## config.mk

```make
export PLATFORM = sky130hd
export DESIGN_NAME = bus_initiator
export DESIGN_NICKNAME = d
export VERILOG_FILES = /design/src/rtl/bus_pkg.sv /design/src/rtl/bus_initiator.sv
export SDC_FILE = /design/constraint.sdc
export NUM_CORES = 1
export LEC_CHECK = 0
export BUFFER_PORTS_ARGS = -buffer_cell sky130_fd_sc_hd__buf_2
export CORE_ASPECT_RATIO = 1.5
export CORE_MARGIN = 2
export CORE_UTILIZATION = 50
export DETAILED_ROUTE_END_ITERATION = 10
export PLACE_DENSITY = 0.83
export SLEW_MARGIN = 20
export SYNTH_ARGS = -nofsm -noshare
export SYNTH_HDL_FRONTEND = slang
export SYNTH_SLANG_ARGS = --single-unit
```

## constraint.sdc

```tcl
create_clock -name clk_i -period 9 [get_ports clk_i]
set_input_delay 1.35 -clock clk_i [delete_from_list [all_inputs] [get_ports clk_i]]
set_output_delay 1.35 -clock clk_i [all_outputs]
set_load 0.01 [all_outputs]
```

## src/rtl/bus_pkg.sv

```systemverilog
// Shared types and widths for the bus initiator: FSM states, payload widths and
// the helper that sizes the transaction timeout counter.
package bus_pkg;

  localparam int ADDR_W = 32;
  localparam int DATA_W = 32;
  localparam int BE_W   = 4;

  typedef enum logic [1:0] {
    IDLE,
    REQ,
    WAIT_RESP,
    DONE
  } bus_state_e;

  // The counter only has to reach BUS_TIMEOUT-1, so $clog2 bits are enough.
  function automatic int timeout_cnt_w(input int unsigned timeout);
    return (timeout < 2) ? 1 : $clog2(timeout);
  endfunction

endpackage

```

## src/rtl/bus_initiator.sv

```systemverilog
// Single-outstanding bus initiator: takes one command, runs a req/ack(/resp)
// transaction under a cycle budget and reports completion or timeout in one pulse.
module bus_initiator
  import bus_pkg::*;
#(
  parameter int unsigned BUS_TIMEOUT = 100
) (
  input  logic              clk_i,
  input  logic              rst_i,
  input  logic              cmd_valid_i,
  output logic              cmd_ready_o,
  input  logic              cmd_we_i,
  input  logic [ADDR_W-1:0] cmd_addr_i,
  input  logic [BE_W-1:0]   cmd_be_i,
  input  logic [DATA_W-1:0] cmd_wdata_i,
  output logic              res_valid_o,
  output logic              res_err_o,
  output logic [DATA_W-1:0] res_rdata_o,
  output logic              bus_req_o,
  output logic              bus_we_o,
  output logic [ADDR_W-1:0] bus_addr_bo,
  output logic [BE_W-1:0]   bus_be_bo,
  output logic [DATA_W-1:0] bus_wdata_bo,
  input  logic              bus_ack_i,
  input  logic              bus_resp_i,
  input  logic [DATA_W-1:0] bus_rdata_bi
);

  localparam int               CNT_W    = timeout_cnt_w(BUS_TIMEOUT);
  localparam logic [CNT_W-1:0] CNT_LAST = CNT_W'(BUS_TIMEOUT - 1);
  localparam logic [CNT_W-1:0] CNT_ONE  = CNT_W'(1);

  bus_state_e        state_q, state_d;
  logic [CNT_W-1:0]  cnt_q, cnt_d;
  logic              expired;

  logic              cmd_ready_d;
  logic              res_valid_d;
  logic              res_err_d;
  logic [DATA_W-1:0] res_rdata_d;
  logic              bus_req_d;
  logic              bus_we_d;
  logic [ADDR_W-1:0] bus_addr_d;
  logic [BE_W-1:0]   bus_be_d;
  logic [DATA_W-1:0] bus_wdata_d;

  assign expired = (cnt_q == CNT_LAST);

  always_comb begin
    state_d     = state_q;
    cnt_d       = cnt_q;
    cmd_ready_d = 1'b0;
    res_valid_d = 1'b0;
    bus_req_d   = 1'b0;
    res_err_d   = res_err_o;
    res_rdata_d = res_rdata_o;
    bus_we_d    = bus_we_o;
    bus_addr_d  = bus_addr_bo;
    bus_be_d    = bus_be_bo;
    bus_wdata_d = bus_wdata_bo;

    case (state_q)
      IDLE: begin
        cmd_ready_d = 1'b1;
        if (cmd_valid_i && cmd_ready_o) begin
          state_d     = REQ;
          cnt_d       = '0;
          cmd_ready_d = 1'b0;
          bus_req_d   = 1'b1;
          bus_we_d    = cmd_we_i;
          bus_addr_d  = cmd_addr_i;
          bus_be_d    = cmd_be_i;
          bus_wdata_d = cmd_wdata_i;
        end
      end

      // Completion is tested before expiry so a last-cycle finish is not an error.
      REQ: begin
        cnt_d = cnt_q + CNT_ONE;
        if (bus_ack_i && (bus_we_o || bus_resp_i)) begin
          state_d     = DONE;
          res_valid_d = 1'b1;
          res_err_d   = 1'b0;
          res_rdata_d = bus_we_o ? '0 : bus_rdata_bi;
        end else if (expired) begin
          state_d     = DONE;
          res_valid_d = 1'b1;
          res_err_d   = 1'b1;
          res_rdata_d = '0;
        end else if (bus_ack_i) begin
          state_d = WAIT_RESP;
        end else begin
          bus_req_d = 1'b1;
        end
      end

      WAIT_RESP: begin
        cnt_d = cnt_q + CNT_ONE;
        if (bus_resp_i) begin
          state_d     = DONE;
          res_valid_d = 1'b1;
          res_err_d   = 1'b0;
          res_rdata_d = bus_rdata_bi;
        end else if (expired) begin
          state_d     = DONE;
          res_valid_d = 1'b1;
          res_err_d   = 1'b1;
          res_rdata_d = '0;
        end
      end

      DONE: begin
        state_d     = IDLE;
        cmd_ready_d = 1'b1;
      end

      default: begin
        state_d     = IDLE;
        cmd_ready_d = 1'b1;
      end
    endcase
  end

  always_ff @(posedge clk_i or posedge rst_i) begin
    if (rst_i) begin
      state_q <= IDLE;
      cnt_q   <= '0;
    end else begin
      state_q <= state_d;
      cnt_q   <= cnt_d;
    end
  end

  always_ff @(posedge clk_i or posedge rst_i) begin
    if (rst_i) begin
      cmd_ready_o  <= 1'b1;
      res_valid_o  <= 1'b0;
      res_err_o    <= 1'b0;
      res_rdata_o  <= '0;
      bus_req_o    <= 1'b0;
      bus_we_o     <= 1'b0;
      bus_addr_bo  <= '0;
      bus_be_bo    <= '0;
      bus_wdata_bo <= '0;
    end else begin
      cmd_ready_o  <= cmd_ready_d;
      res_valid_o  <= res_valid_d;
      res_err_o    <= res_err_d;
      res_rdata_o  <= res_rdata_d;
      bus_req_o    <= bus_req_d;
      bus_we_o     <= bus_we_d;
      bus_addr_bo  <= bus_addr_d;
      bus_be_bo    <= bus_be_d;
      bus_wdata_bo <= bus_wdata_d;
    end
  end

endmodule

```

[After elaboration in Yosys (flattened, before gate mapping)]
Cells that the tools add are included.
Cells by class
  muxes and demuxes: 29
  reduce and logical (&&, ||, !) cells: 10
  equality and inequality tests: 7
  $add $sub $neg: 1
Operators with widths (number)
  2-to-1 mux 32 bit: 4
  case mux 32 bit (2 select lines): 1
  case mux 7 bit (2 select lines): 1
  2-to-1 mux 2 bit: 6
  2-to-1 mux 1 bit: 11
  case mux 1 bit (2 select lines): 4
  case mux 2 bit (4 select lines): 1
  adder 7 x 1 -> 7 bit, second input constant: 1
  == test 7 bit, second input constant: 1
  2-to-1 mux 7 bit: 1
  == test 2 bit, second input constant: 2
  inequality test 4 bit, second input constant: 1
  AND reduction 2 bit: 2
  nonzero test 2 bit: 2
  inequality test 3 bit, second input constant: 1
  AND reduction 3 bit: 1
  == test 2 x 1 -> 1 bit, second input constant: 1
  logical AND 1 bit: 2
  logical NOT 2 bit: 1
  inequality test 2 bit, second input constant: 1
  OR reduction 2 bit: 1
  logical OR 1 bit: 1
Storage, ports and cells
  input port bits: 106
  flip-flop bits (word level): 114
  output and inout port bits: 105
  word-level logic and storage cells: 58

[Longest topological paths before layout]
Gate-level depths: netlist of the first run.
  depth after elaboration: 4
  depth in mapped cells: 7
  mapped depth without buffers: 6

[Worst setup path after synthesis of the first run]
No wires, ideal clock.
  path type: input -> register
  start point: input port bus_ack_i
  end point: register state_q[1]
  arrival time: 2.110 ns
  slack: 6.762 ns
  required time: 8.873 ns
  buffers on the path: 0
  stages: 4
  library setup time: 0.127 ns
  cells stage by stage: nand2b_1 a21boi_0 o21a_1 mux2_1
Between the ends
  word-level cells in the longest chain between the ends: 3
  elaborated cells between the ends (all ways): 5
  those cells by class: 1 x eq/ne; 2 x mux; 2 x reduce/logical
Ends and longest elaborated chain
  start: declaration: line bus_initiator.sv:24  | input logic bus_ack_i,
  logical AND 1 bit: line bus_initiator.sv:80  | if (bus_ack_i && (bus_we_o || bus_resp_i)) begin
  inequality test 4 bit (no line) / 2-to-1 mux 2 bit (equally long branches)
  AND reduction 3 bit (no line) / case mux 2 bit (4 select lines) (equally long branches)
  end signal: assignment: line bus_initiator.sv:129  | state_q <= state_d;
  end: declaration: line bus_initiator.sv:33  | bus_state_e state_q, state_d;
Several ways; a longest one is shown, not always the timed one.
A chain may end at the register's enable or synchronous reset.

[Final worst setup path of the first run]
  start point: register cmd_ready_o
  end point: output port cmd_ready_o
RTL lines
  start: declaration: line bus_initiator.sv:11  | output logic cmd_ready_o,
  start signal: assignment: line bus_initiator.sv:146  | cmd_ready_o <= cmd_ready_d;
No word-level cell between the ends.

==> results_dict.tcl, run 1 <==
set metrics [dict create \
    status "completed" \
    fin_crit_sh 0.274 \
    reg2reg_depth 6 \
    crit_chain "buf_2" \
    cts_resized 0 \
    yosys_warnings 0 \
    syn_inst 438 \
    via_count 3928 \
    p_sw_frac 0.356 \
    grt_pass1_wl_mm 17.5 \
    htreeDepth 4 \
    drc 0 \
    postCtsSetupBuffers 0 \
    groute.usage.overall 0.236 \
    critical_path.slowest_cell "dfstp_2" \
    routedWlPerCell_um 14.3 \
    dpl_cell_area_um2 5590 \
    crit_type "reg -> out" \
    syn-cell-area_um2 4480 \
    cap_violations 0 \
    p_comb_frac 0.350 \
    tns_ns 0 \
    io-pin-count 211 \
    hold_viol_final 0 \
    nets 761 \
    power_density_nw_per_um2 367 \
    die_h_um 120 \
    port_buffers 210 \
    setup_violations 0 \
    peakVddDrop_mv 0.194 \
    dr.first_iter.drc_count 170 \
    min_period_ns 2.47 \
    skew_ns 0.00785 \
    hpwlAfterDp_mm 7.80 \
    fp-row-count 42 \
    utilization 0.696 \
    cts_tree "done" \
    met2RoutedLength_mm 5.87 \
    hold_buffers 0 \
    final_layout_size_suffix_gt1_frac 0.377 \
    tightestPinTransition_ns 0.832 \
    pwr-share-clk 0.258 \
    drt-met1-wl_mm 4.10 \
    dieWidth_um 81.3 \
    syn_area_per_cell_um2 10.2 \
    antenna_left 0 \
    path_buf_inv 1 \
    seqPwrFrac 0.392 \
    die_area_um2 9750 \
    dr_wl_met3_um 758 \
    n_antenna_cell 0 \
    syn_to_final_growth_pct 36.4 \
    cp_top_family "flip-flops" \
    p_int_mw 1.44 \
    cts.sink_count 114 \
    seq_area_frac_synth 0.637 \
    holdWs_ns 0.467 \
    ys_ff_latch 114 \
    clkSlewWorstSetupHoldPaths_ns 0.05 \
    crit_path_end_kind "primary output" \
    antenna_found_initial 0 \
    maxSlewHeadroom 0.445 \
    stdcell_area_um2 6110 \
    cp.depth 1 \
    globalRouteOverflowTotal 0 \
    arrival_ns 1.12 \
    holdPathStages 2 \
    viasPerCell 5.10 \
    grt_pass1_vias 3892 \
    rsz0062_at_grt "false" \
    worstSetupStartpointType "register" \
    slew_violations 0 \
    top_layer "met4" \
    clk_latency_ns 0.41 \
    p_sw_mw 0.799 \
    core_area_um2 8780 \
    worstHoldPathType "reg -> reg" \
    p_leak_nw 3.55 \
    path_max_fanout 4 \
    first_pass_iters 4 \
    ff_latch_area_um2 2850 \
    cts_buffers 17 \
    max_stage_delay_ns 0.57 \
    grt_start_max_net_pins 75 \
    fillers 676 \
    cts_root_buffer "clkbuf_16" \
    gp_congestion 0.808 \
    cts.path.max_buffers 2 \
    max_freq_ghz 0.405 \
    multi_input_area_um2 1490 \
    crit_required_ns 7.65 \
    routed_wirelength_mm 11.0 \
    syn_nets 550 \
    floorplan.initialDensity 0.510 \
    synth_cell_type_count 32 \
]
-- cells in the final DEF (no fill, tap or decap), types with 4 or more instances in the layout --
master     count
a21oi_1        5
a22o_1        34
buf_2        210
buf_4          4
clkbuf_1       4
clkbuf_16     17
clkinv_2       5
dfrtp_1      113
ha_1           6
inv_1          7
nand2_1      210
nor2_1         6
o21ai_0        5
-- stage by stage --
step / instances / setup WS [ns] / power, mW
3_3_place_gp: 740 / 6.25 / 1.62
5_1_grt: 770 / 6.50 / 2.40
2_1_floorplan: 438 / 4.64 / 1.34
3_5_place_dp: 740 / 6.18 / 1.67
6_report: 770 / 6.53 / 2.24
4_1_cts: 770 / 6.53 / 2.26
-- layer usage --
layer	vias up	GRT usage
met4	0	0.117
met2	179	0.422
met3	25	0.0564
met5	-	0
li1	1840	-
met1	1884	0.251
-- kinds of logic (layout without fill, tap and decap cells) --
group	after synthesis	after routing	share of synthesized area
AO/OA/AOI/OAI	55	55	0.0983
XOR/XNOR	3	3	0.00587
adder cells (fa/ha/maj)	6	6	0.0168
buffers and inverters	30	252	0.0332
flip-flops	114	114	0.637
multiplexers	2	2	0.00475
AND/OR/NAND/NOR	228	228	0.204
-- registers in the layout, summed over array words and instances, names as in the netlist --
name / count
bus_we_o: 1
bus_req_o: 1
res_valid_o: 1
state_q: 2
bus_wdata_bo: 32
cmd_ready_o: 1
bus_addr_bo: 32
res_rdata_o: 32
cnt_q: 7
bus_be_bo: 4
res_err_o: 1
-- synthesized netlist by cell type --
cell       count  area (um2)
nand2b_1       2        12.5
a22o_1        34         298
o2111ai_1      1        8.76
buf_6          3        33.8
and3_1         2        12.5
inv_1          8        30.0
clkbuf_1       8        30.0
a32o_1         1        10.0
a21bo_2        1        10.0
mux2i_1        1        10.0
nand2_1      210         788
dfrtp_1      113        2830
o21ai_0        5        25.0
and4_1         2        17.5
nor2_1         7        26.3
o211ai_1       2        15.0
xor2_1         3        26.3
a22oi_1        1        7.51
buf_2         11        55.1
nand4b_4       1        23.8
o21a_1         1        7.51
ha_1           6        75.1
a2111oi_0      1        8.76
a21oi_2        1        8.76
o221ai_1       1        8.76
mux2_1         1        11.3
a21boi_0       1        7.51
nor2b_1        1        6.26
dfstp_2        1        26.3
nor3_4         1        16.3
nand3_1        2        10.0
a21oi_1        5        25.0
-- path summary, 6_finish.rpt --
path | from | endpoint | slack (ns)
max | cmd_ready_o$_DFF_PP1_ | cmd_ready_o | 6.53
min | bus_wdata_bo[28]$_DFFE_PP0P_ | bus_wdata_bo[28]$_DFFE_PP0P_ | 0.47
max reg2reg | state_q[0]$_DFFE_PP0P_ | cnt_q[2]$_DFFE_PP0P_ | 6.81
min reg2reg | bus_wdata_bo[28]$_DFFE_PP0P_ | bus_wdata_bo[28]$_DFFE_PP0P_ | 0.47
max in group asynchronous | rst_i | cnt_q[1]$_DFFE_PP0P_ | 6.77
min in group asynchronous | rst_i | bus_wdata_bo[12]$_DFFE_PP0P_ | 0.99
-- power groups by stage --
stage | clock network (mW) | logic (mW) | registers, mW
after CTS | 0.588 | 0.794 | 0.880
after floorplan | 0 | 0.373 | 0.970
after detailed placement | 0 | 0.788 | 0.882
after global routing | 0.616 | 0.873 | 0.908
final | 0.578 | 0.784 | 0.880
after global placement | 0 | 0.750 | 0.874
-- area by class of cell --
type	count	share of cell area
multi-input cells	294	0.244
flip-flops and latches	114	0.467
repair buffers	214	0.177
inverters	8	0.00532
clock inverters	6	0.00532
well taps	110	0.0225
clock buffers	24	0.0788
(Power assumes the default switching activity.)
==> run 2, diff against run 1 <==
--- a/config.mk
+++ b/config.mk
@@ -8,9 +8,9 @@
 export BUFFER_PORTS_ARGS = -buffer_cell sky130_fd_sc_hd__buf_2
 export CORE_ASPECT_RATIO = 1.5
 export CORE_MARGIN = 2
-export CORE_UTILIZATION = 50
+export CORE_UTILIZATION = 42
 export DETAILED_ROUTE_END_ITERATION = 10
-export PLACE_DENSITY = 0.83
+export PLACE_DENSITY = 0.74
 export SLEW_MARGIN = 20
 export SYNTH_ARGS = -nofsm -noshare
 export SYNTH_HDL_FRONTEND = slang
==> constraint.sdc (replaced) <==
create_clock -name clk_i -period 2.2 [get_ports clk_i]
set_input_delay 0.33 -clock clk_i [delete_from_list [all_inputs] [get_ports clk_i]]
set_output_delay 0.33 -clock clk_i [all_outputs]
set_load 0.01 [all_outputs]
==> run 2 against run 1 <==
Against the previous run:
- sequential power rose to 4.1 times the previous value
- clock-buffer cell count fell by 4
- utilization fell by 9.9 points
- final area increased by 2.3%
- flip-flop and latch count unchanged
- clock skew about the same
- die area rose by 18%
==> results_dict.tcl, run 2 (same netlist as run 1, synthesis figures left out) <==
set metrics [dict create \
    crit_path_end_kind "register" \
    groute.usage.overall 0.186 \
    p_leak_nw 3.59 \
    peakVddDrop_mv 0.677 \
    nets 764 \
    r2r-start "state_q[0]$_DFFE_PP0P_" \
    cts_tree "done" \
    htreeDepth 4 \
    fp-row-count 46 \
    via_count 3857 \
    hold_buffers 0 \
    globalRouteOverflowTotal 0 \
    clkSlewWorstSetupHoldPaths_ns 0.05 \
    cts_resized 0 \
    crit_chain "inv_1 -> ha_1 -> nand2b_1 -> a21oi_1 -> a21oi_2 -> buf_4 -> a22o_1" \
    cap_violations 0 \
    path_max_fanout 33 \
    syn_to_final_growth_pct 39.6 \
    io-pin-count 211 \
    hold_viol_final 0 \
    cp-startpoint "state_q[0]$_DFFE_PP0P_" \
    tightestPinTransition_ns 0.614 \
    port_buffers 210 \
    setup_violations 0 \
    die_area_um2 11500 \
    dr.first_iter.drc_count 159 \
    cts_buffers 17 \
    antenna_left 0 \
    slew_violations 0 \
    holdWs_ns 0.0866 \
    crit_required_ns 2.48 \
    total_power_mw 9.40 \
    dieWidth_um 88.3 \
    skew_ns 0.00760 \
    cts.path.max_buffers 2 \
    hpwlAfterDp_mm 7.69 \
    setup_slack_ns 0.350 \
    grt_start_max_net_pins 115 \
    worstHoldPathType "in -> async" \
    routed_wirelength_mm 10.8 \
    die_h_um 130 \
    clk_latency_ns 0.39 \
    postCtsSetupBuffers 0 \
    max_freq_ghz 0.541 \
    max_stage_delay_ns 0.40 \
    maxSlewHeadroom 0.591 \
    antenna_found_initial 0 \
    viasPerCell 4.77 \
    first_pass_iters 4 \
    arrival_ns 2.13 \
    n_antenna_cell 0 \
    worstSetupStartpointType "register" \
    routedWlPerCell_um 13.3 \
    top_regs "bus_addr_bo x32, bus_wdata_bo x32, res_rdata_o x32" \
    floorplan.initialDensity 0.428 \
    pre_cts_ws_ns 0.344 \
    power_density_nw_per_um2 1500 \
    min_period_ns 1.85 \
    grt_pass1_wl_mm 16.7 \
    final_layout_size_suffix_gt1_frac 0.386 \
    tns_ns 0 \
    gp_congestion 0.795 \
    rsz0062_at_grt "false" \
    critical_path.slowest_cell "dfrtp_1" \
    cts_root_buffer "clkbuf_16" \
    layout_common_cells "210 x nand2_1, 210 x buf_2, 113 x dfrtp_1, 34 x a22o_1, 17 x clkbuf_16" \
    status "completed" \
    fin_crit_sh 0.841 \
    crit_type "reg -> reg" \
    drc 0 \
    grt_pass1_vias 3750 \
    core_area_um2 10500 \
    cts.sink_count 114 \
]
## run 2: cell types whose count changed in the layout (fill, tap and decap cells not counted), sizes merged
cell | previous run | this run
inv | 8 | 7
buf | 214 | 217
clkbuf | 24 | 20
clkinvlp | 1 | 4
bufinv | 0 | 2
clkinv | 5 | 6
## run 2: power by group
group / leakage (nW) / internal, mW / switching, mW
Sequential: 1.45 / 3.04 / 0.545
Combinational: 1.87 / 1.40 / 1.82
Clock: 0.277 / 1.70 / 0.892
## run 2: layout make-up
type	instances	area [um2]
Inverter	8	33.8
Sequential cell	114	2850
Timing Repair Buffer	217	1130
Clock buffer	20	457
Tap cell	144	180
Multi-Input combinational cell	294	1490
Clock inverter	11	113
Fill cell	922	4220
## run 2: routing by layer
layer,GRT usage,up-vias,share of wire
met2,0.313,164,0.51
met4,0.0820,0,0.018
li1,-,1845,-
met3,0.0628,21,0.072
met5,0,-,0
met1,0.213,1827,0.40
## run 2: per-stage QoR
step	instance area, um2	util	cells
finish	6250	0.597	808
detailed placement	5680	0.542	777
CTS	6250	0.597	808
floorplan	4480	-	438
global placement	5680	0.542	777
global route	6250	0.597	808
## run 2: path summary, 6_finish.rpt
kind	end	slack [ns]	depth (start not counted)
max	res_rdata_o[10]$_DFFE_PP0P_	0.35	7
min	bus_addr_bo[27]$_DFFE_PP0P_	0.09	3
max reg2reg	res_rdata_o[10]$_DFFE_PP0P_	0.35	7
min reg2reg	bus_addr_bo[10]$_DFFE_PP0P_	0.47	2
max in group asynchronous	cnt_q[6]$_DFFE_PP0P_	1.62	3
min in group clk_i	bus_addr_bo[31]$_DFFE_PP0P_	0.12	3
## run 2: critical path: cells and delay by family (launching register included)
| kind | cells | cell delay, ns |
|---|---|---|
| compound gates | 3 | 0.57 |
| flops | 1 | 0.40 |
| fa+ha+maj | 1 | 0.25 |
| simple gates | 1 | 0.15 |
| buf+inv | 2 | 0.36 |
